**config.mk**
```make
export PLATFORM = sky130hd
export DESIGN_NAME = l1_mem_arbiter_flat
export DESIGN_NICKNAME = d
export VERILOG_FILES = /design/src/rtl/l1_mem_arbiter_if.sv /design/src/rtl/l1_mem_arbiter.sv /design/src/flat_wrapper.sv
export SDC_FILE = /design/constraint.sdc
export NUM_CORES = 1
export LEC_CHECK = 0
export CORE_AREA = 3 3 201 203
export DETAILED_ROUTE_END_ITERATION = 8
export DIE_AREA = 0 0 204 206
export SYNTH_ARGS = -nofsm -noshare
export SYNTH_HDL_FRONTEND = slang
export SYNTH_SLANG_ARGS = --single-unit
```
**constraint.sdc**
```tcl
create_clock -name clk -period 3.8 [get_ports clk]
set_clock_uncertainty 0.1 [all_clocks]
set_input_delay 1.14 -clock clk [delete_from_list [all_inputs] [get_ports clk]]
set_output_delay 1.14 -clock clk [all_outputs]
set_load 0.05 [all_outputs]
```
**src/rtl/l1_mem_arbiter_if.sv**
```systemverilog
// Whole-line L1 <-> memory request/response channel, valid/ready on both directions.
// Server modport faces the requester (a cache); Client modport is the issuing side.
interface l1cache_mem_if #(
    parameter int ADDR_W = 32,
    parameter int DATA_W = 64,
    parameter int ID_W   = 4
);
    logic              req_valid;
    logic              req_ready;
    logic              req_we;
    logic [ADDR_W-1:0] req_addr;
    logic [DATA_W-1:0] req_data;
    logic [ID_W-1:0]   req_id;

    logic              resp_valid;
    logic              resp_ready;
    logic [DATA_W-1:0] resp_data;
    logic [ID_W-1:0]   resp_id;

    modport Server (
        input  req_valid, req_we, req_addr, req_data, req_id,
        output req_ready,
        output resp_valid, resp_data, resp_id,
        input  resp_ready
    );

    modport Client (
        output req_valid, req_we, req_addr, req_data, req_id,
        input  req_ready,
        input  resp_valid, resp_data, resp_id,
        output resp_ready
    );
endinterface

```
**src/rtl/l1_mem_arbiter.sv**
```systemverilog
// Two-to-one round-robin L1 memory arbiter with grant locking; zero-cycle request and response paths.
// Requests stall while a downstream request is pending or MAX_OUTSTANDING are unanswered; responses stall on the head client's resp_ready.
module l1_mem_order_fifo #(
    parameter int W     = 1,
    parameter int DEPTH = 4
) (
    input  logic         clk,
    input  logic         rst,
    input  logic         push,
    input  logic         pop,
    input  logic [W-1:0] din,
    output logic [W-1:0] dout,
    output logic         full,
    output logic         empty
);
    localparam int AW = $clog2(DEPTH);
    localparam int CW = AW + 1;

    logic [W-1:0]  store [DEPTH];
    logic [AW-1:0] wr_ptr;
    logic [AW-1:0] rd_ptr;
    logic [CW-1:0] count;
    logic          do_push;
    logic          do_pop;

    assign full    = (count == CW'(DEPTH));
    assign empty   = (count == '0);
    assign do_push = push & ~full;
    assign do_pop  = pop & ~empty;
    assign dout    = store[rd_ptr];

    always_ff @(posedge clk) begin
        if (rst) begin
            wr_ptr <= '0;
            rd_ptr <= '0;
            count  <= '0;
        end else begin
            if (do_push) begin
                wr_ptr <= wr_ptr + AW'(1);
            end
            if (do_pop) begin
                rd_ptr <= rd_ptr + AW'(1);
            end
            count <= count + CW'(do_push) - CW'(do_pop);
        end
    end

    always_ff @(posedge clk) begin
        if (do_push) begin
            store[wr_ptr] <= din;
        end
    end
endmodule

module l1_mem_arbiter #(
    parameter int MAX_OUTSTANDING = 4
) (
    input  logic                 clk,
    input  logic                 rst,
    l1cache_mem_if.Server        c0,
    l1cache_mem_if.Server        c1,
    l1cache_mem_if.Client        mem,
    output logic                 err
);
    logic last_q;
    logic lock_q;
    logic lock_src_q;
    logic err_q;

    logic gnt0;
    logic gnt1;
    logic sel;
    logic full;
    logic empty;
    logic head;
    logic req_fire;
    logic resp_fire;

    // A locked grant holds the pending source even if the other client becomes valid.
    always_comb begin
        gnt0 = 1'b0;
        gnt1 = 1'b0;
        if (lock_q) begin
            gnt0 = ~lock_src_q;
            gnt1 = lock_src_q;
        end else if (c0.req_valid && c1.req_valid) begin
            gnt0 = last_q;
            gnt1 = ~last_q;
        end else begin
            gnt0 = c0.req_valid;
            gnt1 = c1.req_valid;
        end
    end

    assign sel = gnt1;

    assign mem.req_valid = ((c0.req_valid & gnt0) | (c1.req_valid & gnt1)) & ~full;
    assign mem.req_we    = sel ? c1.req_we   : c0.req_we;
    assign mem.req_addr  = sel ? c1.req_addr : c0.req_addr;
    assign mem.req_data  = sel ? c1.req_data : c0.req_data;
    assign mem.req_id    = sel ? c1.req_id   : c0.req_id;

    assign c0.req_ready = gnt0 & mem.req_ready & ~full;
    assign c1.req_ready = gnt1 & mem.req_ready & ~full;

    assign req_fire = mem.req_valid & mem.req_ready;

    assign c0.resp_valid = mem.resp_valid & ~empty & ~head;
    assign c1.resp_valid = mem.resp_valid & ~empty & head;
    assign c0.resp_data  = mem.resp_data;
    assign c1.resp_data  = mem.resp_data;
    assign c0.resp_id    = mem.resp_id;
    assign c1.resp_id    = mem.resp_id;

    // With nothing outstanding any response is stray: sink it so memory cannot wedge.
    assign mem.resp_ready = empty | (head ? c1.resp_ready : c0.resp_ready);
    assign resp_fire      = mem.resp_valid & mem.resp_ready & ~empty;

    l1_mem_order_fifo #(
        .W     (1),
        .DEPTH (MAX_OUTSTANDING)
    ) u_order_fifo (
        .clk   (clk),
        .rst   (rst),
        .push  (req_fire),
        .pop   (resp_fire),
        .din   (sel),
        .dout  (head),
        .full  (full),
        .empty (empty)
    );

    always_ff @(posedge clk) begin
        if (rst) begin
            last_q     <= 1'b1;
            lock_q     <= 1'b0;
            lock_src_q <= 1'b0;
            err_q      <= 1'b0;
        end else begin
            if (req_fire) begin
                last_q <= sel;
                lock_q <= 1'b0;
            end else if (mem.req_valid) begin
                lock_q     <= 1'b1;
                lock_src_q <= sel;
            end
            if (mem.resp_valid && empty) begin
                err_q <= 1'b1;
            end
        end
    end

    assign err = err_q;
endmodule

```
**src/flat_wrapper.sv**
```systemverilog
// flat-port wrapper written by rule: the top's interface ports become plain ports
module l1_mem_arbiter_flat 
#(
    parameter int MAX_OUTSTANDING = 4
)
  (clk, rst, err, c0_req_valid, c0_req_we, c0_req_addr, c0_req_data, c0_req_id, c0_req_ready, c0_resp_valid, c0_resp_data, c0_resp_id, c0_resp_ready, c1_req_valid, c1_req_we, c1_req_addr, c1_req_data, c1_req_id, c1_req_ready, c1_resp_valid, c1_resp_data, c1_resp_id, c1_resp_ready, mem_req_valid, mem_req_we, mem_req_addr, mem_req_data, mem_req_id, mem_req_ready, mem_resp_valid, mem_resp_data, mem_resp_id, mem_resp_ready);
  l1cache_mem_if c0_i ();
  l1cache_mem_if c1_i ();
  l1cache_mem_if mem_i ();
  input  logic clk;
  input  logic rst;
  output logic err;
  input wire logic [$bits(c0_i.req_valid)-1:0] c0_req_valid;
  input wire logic [$bits(c0_i.req_we)-1:0] c0_req_we;
  input wire logic [$bits(c0_i.req_addr)-1:0] c0_req_addr;
  input wire logic [$bits(c0_i.req_data)-1:0] c0_req_data;
  input wire logic [$bits(c0_i.req_id)-1:0] c0_req_id;
  output wire logic [$bits(c0_i.req_ready)-1:0] c0_req_ready;
  output wire logic [$bits(c0_i.resp_valid)-1:0] c0_resp_valid;
  output wire logic [$bits(c0_i.resp_data)-1:0] c0_resp_data;
  output wire logic [$bits(c0_i.resp_id)-1:0] c0_resp_id;
  input wire logic [$bits(c0_i.resp_ready)-1:0] c0_resp_ready;
  input wire logic [$bits(c1_i.req_valid)-1:0] c1_req_valid;
  input wire logic [$bits(c1_i.req_we)-1:0] c1_req_we;
  input wire logic [$bits(c1_i.req_addr)-1:0] c1_req_addr;
  input wire logic [$bits(c1_i.req_data)-1:0] c1_req_data;
  input wire logic [$bits(c1_i.req_id)-1:0] c1_req_id;
  output wire logic [$bits(c1_i.req_ready)-1:0] c1_req_ready;
  output wire logic [$bits(c1_i.resp_valid)-1:0] c1_resp_valid;
  output wire logic [$bits(c1_i.resp_data)-1:0] c1_resp_data;
  output wire logic [$bits(c1_i.resp_id)-1:0] c1_resp_id;
  input wire logic [$bits(c1_i.resp_ready)-1:0] c1_resp_ready;
  output wire logic [$bits(mem_i.req_valid)-1:0] mem_req_valid;
  output wire logic [$bits(mem_i.req_we)-1:0] mem_req_we;
  output wire logic [$bits(mem_i.req_addr)-1:0] mem_req_addr;
  output wire logic [$bits(mem_i.req_data)-1:0] mem_req_data;
  output wire logic [$bits(mem_i.req_id)-1:0] mem_req_id;
  input wire logic [$bits(mem_i.req_ready)-1:0] mem_req_ready;
  input wire logic [$bits(mem_i.resp_valid)-1:0] mem_resp_valid;
  input wire logic [$bits(mem_i.resp_data)-1:0] mem_resp_data;
  input wire logic [$bits(mem_i.resp_id)-1:0] mem_resp_id;
  output wire logic [$bits(mem_i.resp_ready)-1:0] mem_resp_ready;
  assign c0_i.req_valid = c0_req_valid;
  assign c0_i.req_we = c0_req_we;
  assign c0_i.req_addr = c0_req_addr;
  assign c0_i.req_data = c0_req_data;
  assign c0_i.req_id = c0_req_id;
  assign c0_req_ready = c0_i.req_ready;
  assign c0_resp_valid = c0_i.resp_valid;
  assign c0_resp_data = c0_i.resp_data;
  assign c0_resp_id = c0_i.resp_id;
  assign c0_i.resp_ready = c0_resp_ready;
  assign c1_i.req_valid = c1_req_valid;
  assign c1_i.req_we = c1_req_we;
  assign c1_i.req_addr = c1_req_addr;
  assign c1_i.req_data = c1_req_data;
  assign c1_i.req_id = c1_req_id;
  assign c1_req_ready = c1_i.req_ready;
  assign c1_resp_valid = c1_i.resp_valid;
  assign c1_resp_data = c1_i.resp_data;
  assign c1_resp_id = c1_i.resp_id;
  assign c1_i.resp_ready = c1_resp_ready;
  assign mem_req_valid = mem_i.req_valid;
  assign mem_req_we = mem_i.req_we;
  assign mem_req_addr = mem_i.req_addr;
  assign mem_req_data = mem_i.req_data;
  assign mem_req_id = mem_i.req_id;
  assign mem_i.req_ready = mem_req_ready;
  assign mem_i.resp_valid = mem_resp_valid;
  assign mem_i.resp_data = mem_resp_data;
  assign mem_i.resp_id = mem_resp_id;
  assign mem_resp_ready = mem_i.resp_ready;
  l1_mem_arbiter #(.MAX_OUTSTANDING(MAX_OUTSTANDING)) u_core (.clk(clk), .rst(rst), .c0(c0_i), .c1(c1_i), .mem(mem_i), .err(err));
endmodule
```
==> parameters.txt, run 1 <==
Parameter                              Value

Drt
  Total iterations of the first detailed-routing run ... 4
  Wire per inst ... 15.6 um
  Remaining design rule violation count ... 0
  Initial detailed-routing violation count ... 78
  Number of routed nets with antenna violations ... 0
  Final Routed Wirelength ... 16400 um
  Detail-routed via count per cell ... 2.92
  Via count of the routed design ... 3053

Floorplan
  Total Die Area ... 0.0420 mm^2
  Initial Utilization ... 8.06%
  Chip height ... 206 um
  Horizontal die dimension ... 204 um
  Top-level I/O count ... 522
  Placeable Area ... 0.0386 mm^2
  Number of standard-cell rows in the floorplan ... 72

Setup path
  Reg2reg end ... u_core.u_order_fifo.count[2]
  Worst-path fanout max ... 9
  Arrival time worst endpoint ... 2.51 ns
  Setup Crit Path Kind ... in2out
  Count of cells along the worst register-to-register path ... 10
  Nature of the critical path startpoint ... primary input
  Critical Path Sink Type ... output port
  Setup slack, reg-to-reg ... 1.17 ns
  Worst EP required ... 2.56 ns

Logic synthesis
  Fraction of the yosys area taken by sequential cells ... 12.2%
  Avg Cell Area, Syn ... 9.39 um^2
  Synthesized-area fraction occupied by ao, oa, aoi and oai cells ... 3.33%
  Cell type contributing the most total cell area after synthesis ... sky130_fd_sc_hd__mux2_2
  Largest family of logic cells by synthesized area ... multiplexers
  Simple-gate share of the synthesized area ... 5.18%
  Multiplexer fraction of the synthesized cell area ... 38.5%
  Post-synth top area share ... 36.5%
  Number of flip-flops and latches in the synthesized netlist ... 17
  Post-synthesis adder-cell area fraction ... 3.05%
  Nets in the synthesized netlist ... 617
  Xor and xnor fraction of the mapped netlist area ... 0.843%
  Total standard cell area after synthesis ... 0.00312 mm^2
  Number of instances in the synthesized netlist ... 332
  Main area contributors after synthesis ... sky130_fd_sc_hd__mux2_2 (36%), sky130_fd_sc_hd__buf_4 (33%), sky130_fd_sc_hd__dfxtp_1 (8.4%), sky130_fd_sc_hd__edfxtp_1 (3.9%), sky130_fd_sc_hd__ha_1 (2.4%)
  Number of unique standard cell types used by synthesis ... 35
  Yosys warning total ... 0

Placed design
  Count of port buffers added during placement ... 317
  Post-Place Cells ... 1035
  Placed wire-length estimate ... 13600 um
  Final weighted congestion in routability-driven placement ... 0.720

Worst hold path
  Capture endpoint of the worst hold path ... u_core.last_q
  Cell count of the worst hold path ... 1
  Hold_sp ... u_core.last_q
  Path class of the lowest-slack min-delay path ... reg2reg

Final layout
  Fillcell total ... 4327
  Number of standard cells in the layout, taps in and fillers out ... 1047
  Layout cells sized above 1 ... 47.3%
  Antenna Cells ... 0
  Number of nets in the final layout ... 815
  Post-Route Utilization ... 16.0%
  Relative area change from synthesis to final layout ... 98.4%

GRT
  Gr ovfl total ... 0
  Via count of the first global-routing pass ... 3289
  Total Routing Usage GR ... 6.95%
  Pin count of the biggest net entering global routing ... 15
  Wire length of the first global-routing pass ... 21700 um
  Antenna violations before repair ... 0

Clock tree
  H-tree lvl count ... 1
  Buffer type at the clock tree root ... sky130_fd_sc_hd__clkbuf_16
  Post-CTS Hold Buffers ... 0
  CTS tree ... built
  Number of sinks driven by the clock tree ... 17
  Clock slew seen by the registers of the worst setup and hold paths ... 0.05 ns
  Number of buffers between clock root and the deepest sink ... 2
  Worst skew pair latency ... 0.25 ns
  Number of buffers created by CTS ... 3

Pwr
  Internal power summed over all cells ... 1.23 mW
  Total power divided by cell area ... 387 mW/mm^2
  Portion of total power attributed to sequential cells ... 11.2%
  Combinational power share ... 79.9%
  NetSw ... 1.16 mW
  Leakage ... 2.41 nW
  Clock power frac ... 8.9%
  Switching part of the total power ... 48.5%
  Worst IR Drop VDD ... 134 uV

Timing
  Highest attainable clock frequency ... 0.267 GHz
  Transition at the pin with the smallest max-transition slack ... 0.568 ns
  Finish-stage setup viols ... 0
  Final Max Slew Viols ... 0
  Headroom to the max-slew limit ... 62.0%
  Min Clock Period, post-route ... 3.75 ns
  Unrepaired setup endpoints after global routing ... false
  Final period util ... 98.7%
  Minimum hold slack ... 0.419 ns
  Final Hold Viols ... 0

Flow run
  Max-cap viol count ... 0

Outcome
  Status ... finished, final reports clean
[Yosys cell counts, drive strengths merged]
| library cell | instances |
|---|---|
| or3 | 1 |
| dfxtp | 13 |
| a21bo | 1 |
| buf | 147 |
| inv | 7 |
| o21a | 1 |
| xnor2 | 2 |
| xor2 | 1 |
| a311oi | 1 |
| nor3b | 1 |
| and3 | 1 |
| edfxtp | 4 |
| nor2 | 12 |
| nor2b | 1 |
| nand2 | 3 |
| nand2b | 2 |
| mux4 | 1 |
| a21oi | 2 |
| o311ai | 2 |
| nor3 | 5 |
| and2 | 5 |
| o21ai | 1 |
| clkbuf | 2 |
| a2111oi | 1 |
| mux2 | 101 |
| nand3 | 1 |
| ha | 6 |
| fa | 1 |
| mux2i | 4 |
| a211oi | 1 |
| a221o | 1 |
[worst max-delay path, stage by stage]
cell                      delay, ns
sky130_fd_sc_hd__buf_2         0.09
sky130_fd_sc_hd__a21bo_4       0.23
sky130_fd_sc_hd__o21a_4        0.23
sky130_fd_sc_hd__buf_12        0.15
sky130_fd_sc_hd__buf_4         0.17
sky130_fd_sc_hd__mux2_2        0.29
sky130_fd_sc_hd__buf_4         0.19
[stage by stage]
stage / instance area [um^2] / TNS (ns) / total power [mW] / setup WS (ns)
after global routing: 6180 / 0 / 2.52 / 0.00534
after floorplan: 3130 / -0.0735 / 1.76 / -0.0735
after detailed placement: 5830 / -28.23 / 2.08 / -0.345
after CTS: 6190 / 0 / 2.43 / 0.0123
after global placement: 5830 / -29.15 / 2.06 / -0.346
final: 6180 / 0 / 2.40 / 0.0491
[logic make-up (layout without fill, tap and decap cells)]
family / count (synthesis) / in the layout
buf+inv: 156 / 352
mux: 106 / 106
simple gates: 32 / 32
flops: 17 / 17
compound gates: 11 / 12
fa+ha+maj: 7 / 7
xor+xnor: 3 / 3
[power by group through the flow]
stage                     Sequential, mW  Clock, mW  Combinational (mW)
after floorplan                    0.271          0                1.49
after CTS                          0.268      0.219                1.95
after global placement             0.268          0                1.79
after global routing               0.277      0.230                2.01
final                              0.268      0.214                1.91
after detailed placement           0.270          0                1.81
[per-layer routing]
layer / routed length [um] / vias to the layer above / track usage (%)
li1: - / 1389 / -
met1: 6180 / 1363 / 8.45
met2: 7730 / 263 / 11.1
met3: 2090 / 38 / 3.32
met4: 355 / 0 / 1.70
met5: 0 / - / 0
[what timing repair did]
action,in CTS,in global routing
endpoints found under the setup margin,103,8
setup buffers,5,0
resized for setup,45,2
cloned,4,0
pin swaps,1,1
[worst max path at each step]
stage	end	startpoint	depth (start not counted)
after floorplan	c0_req_ready	c1_req_valid	7
after global placement	mem_req_addr[17]	c0_req_valid	6
after detailed placement	mem_req_addr[17]	c0_req_valid	6
after CTS	mem_req_addr[21]	c0_req_valid	8
after global routing	mem_req_addr[12]	c1_req_valid	7
final	mem_req_addr[11]	c1_req_valid	7
[cells in the final DEF (no fill, tap or decap), types with 2 or more instances in the layout]
cell type / netlist / routed
sky130_fd_sc_hd__clkdlybuf4s50_1: 0 / 208
sky130_fd_sc_hd__mux2_2: 101 / 97
sky130_fd_sc_hd__buf_4: 137 / 92
sky130_fd_sc_hd__buf_6: 6 / 21
sky130_fd_sc_hd__dfxtp_1: 13 / 13
sky130_fd_sc_hd__nor2_1: 12 / 12
sky130_fd_sc_hd__buf_12: 0 / 12
sky130_fd_sc_hd__inv_1: 6 / 6
sky130_fd_sc_hd__ha_1: 6 / 6
sky130_fd_sc_hd__mux2i_1: 4 / 4
sky130_fd_sc_hd__mux2_4: 0 / 4
sky130_fd_sc_hd__and2_2: 4 / 4
sky130_fd_sc_hd__nor3_1: 5 / 4
sky130_fd_sc_hd__buf_16: 0 / 4
sky130_fd_sc_hd__edfxtp_1: 4 / 4
sky130_fd_sc_hd__nand2_1: 3 / 3
sky130_fd_sc_hd__clkbuf_16: 0 / 3
sky130_fd_sc_hd__buf_8: 0 / 3
sky130_fd_sc_hd__o311ai_0: 2 / 2
sky130_fd_sc_hd__o21a_4: 0 / 2
sky130_fd_sc_hd__nand2b_1: 2 / 2
sky130_fd_sc_hd__xnor2_1: 2 / 2
sky130_fd_sc_hd__a21oi_1: 2 / 2
[area by class of cell]
cell class / count / area (um^2) / share of cell area, %
clock buffers: 3 / 75.1 / 1.21
clock inverters: 1 / 5.00 / 0.0809
inverters: 7 / 26.3 / 0.425
multi-input cells: 160 / 1640 / 26.5
flip-flops and latches: 17 / 380 / 6.15
well taps: 518 / 648 / 10.5
repair buffers: 341 / 3410 / 55.1
(Power assumes the default switching activity.)
==> run 2: changes to the inputs <==
--- a/config.mk
+++ b/config.mk
@@ -8,6 +8,7 @@
 export CORE_AREA = 3 3 201 203
 export DETAILED_ROUTE_END_ITERATION = 8
 export DIE_AREA = 0 0 204 206
+export GPL_ROUTABILITY_DRIVEN = 1
 export SYNTH_ARGS = -nofsm -noshare
 export SYNTH_HDL_FRONTEND = slang
 export SYNTH_SLANG_ARGS = --single-unit
==> results of run 2 <==
Same layout as run 1: the final DEF is identical, and so are final timing and power.
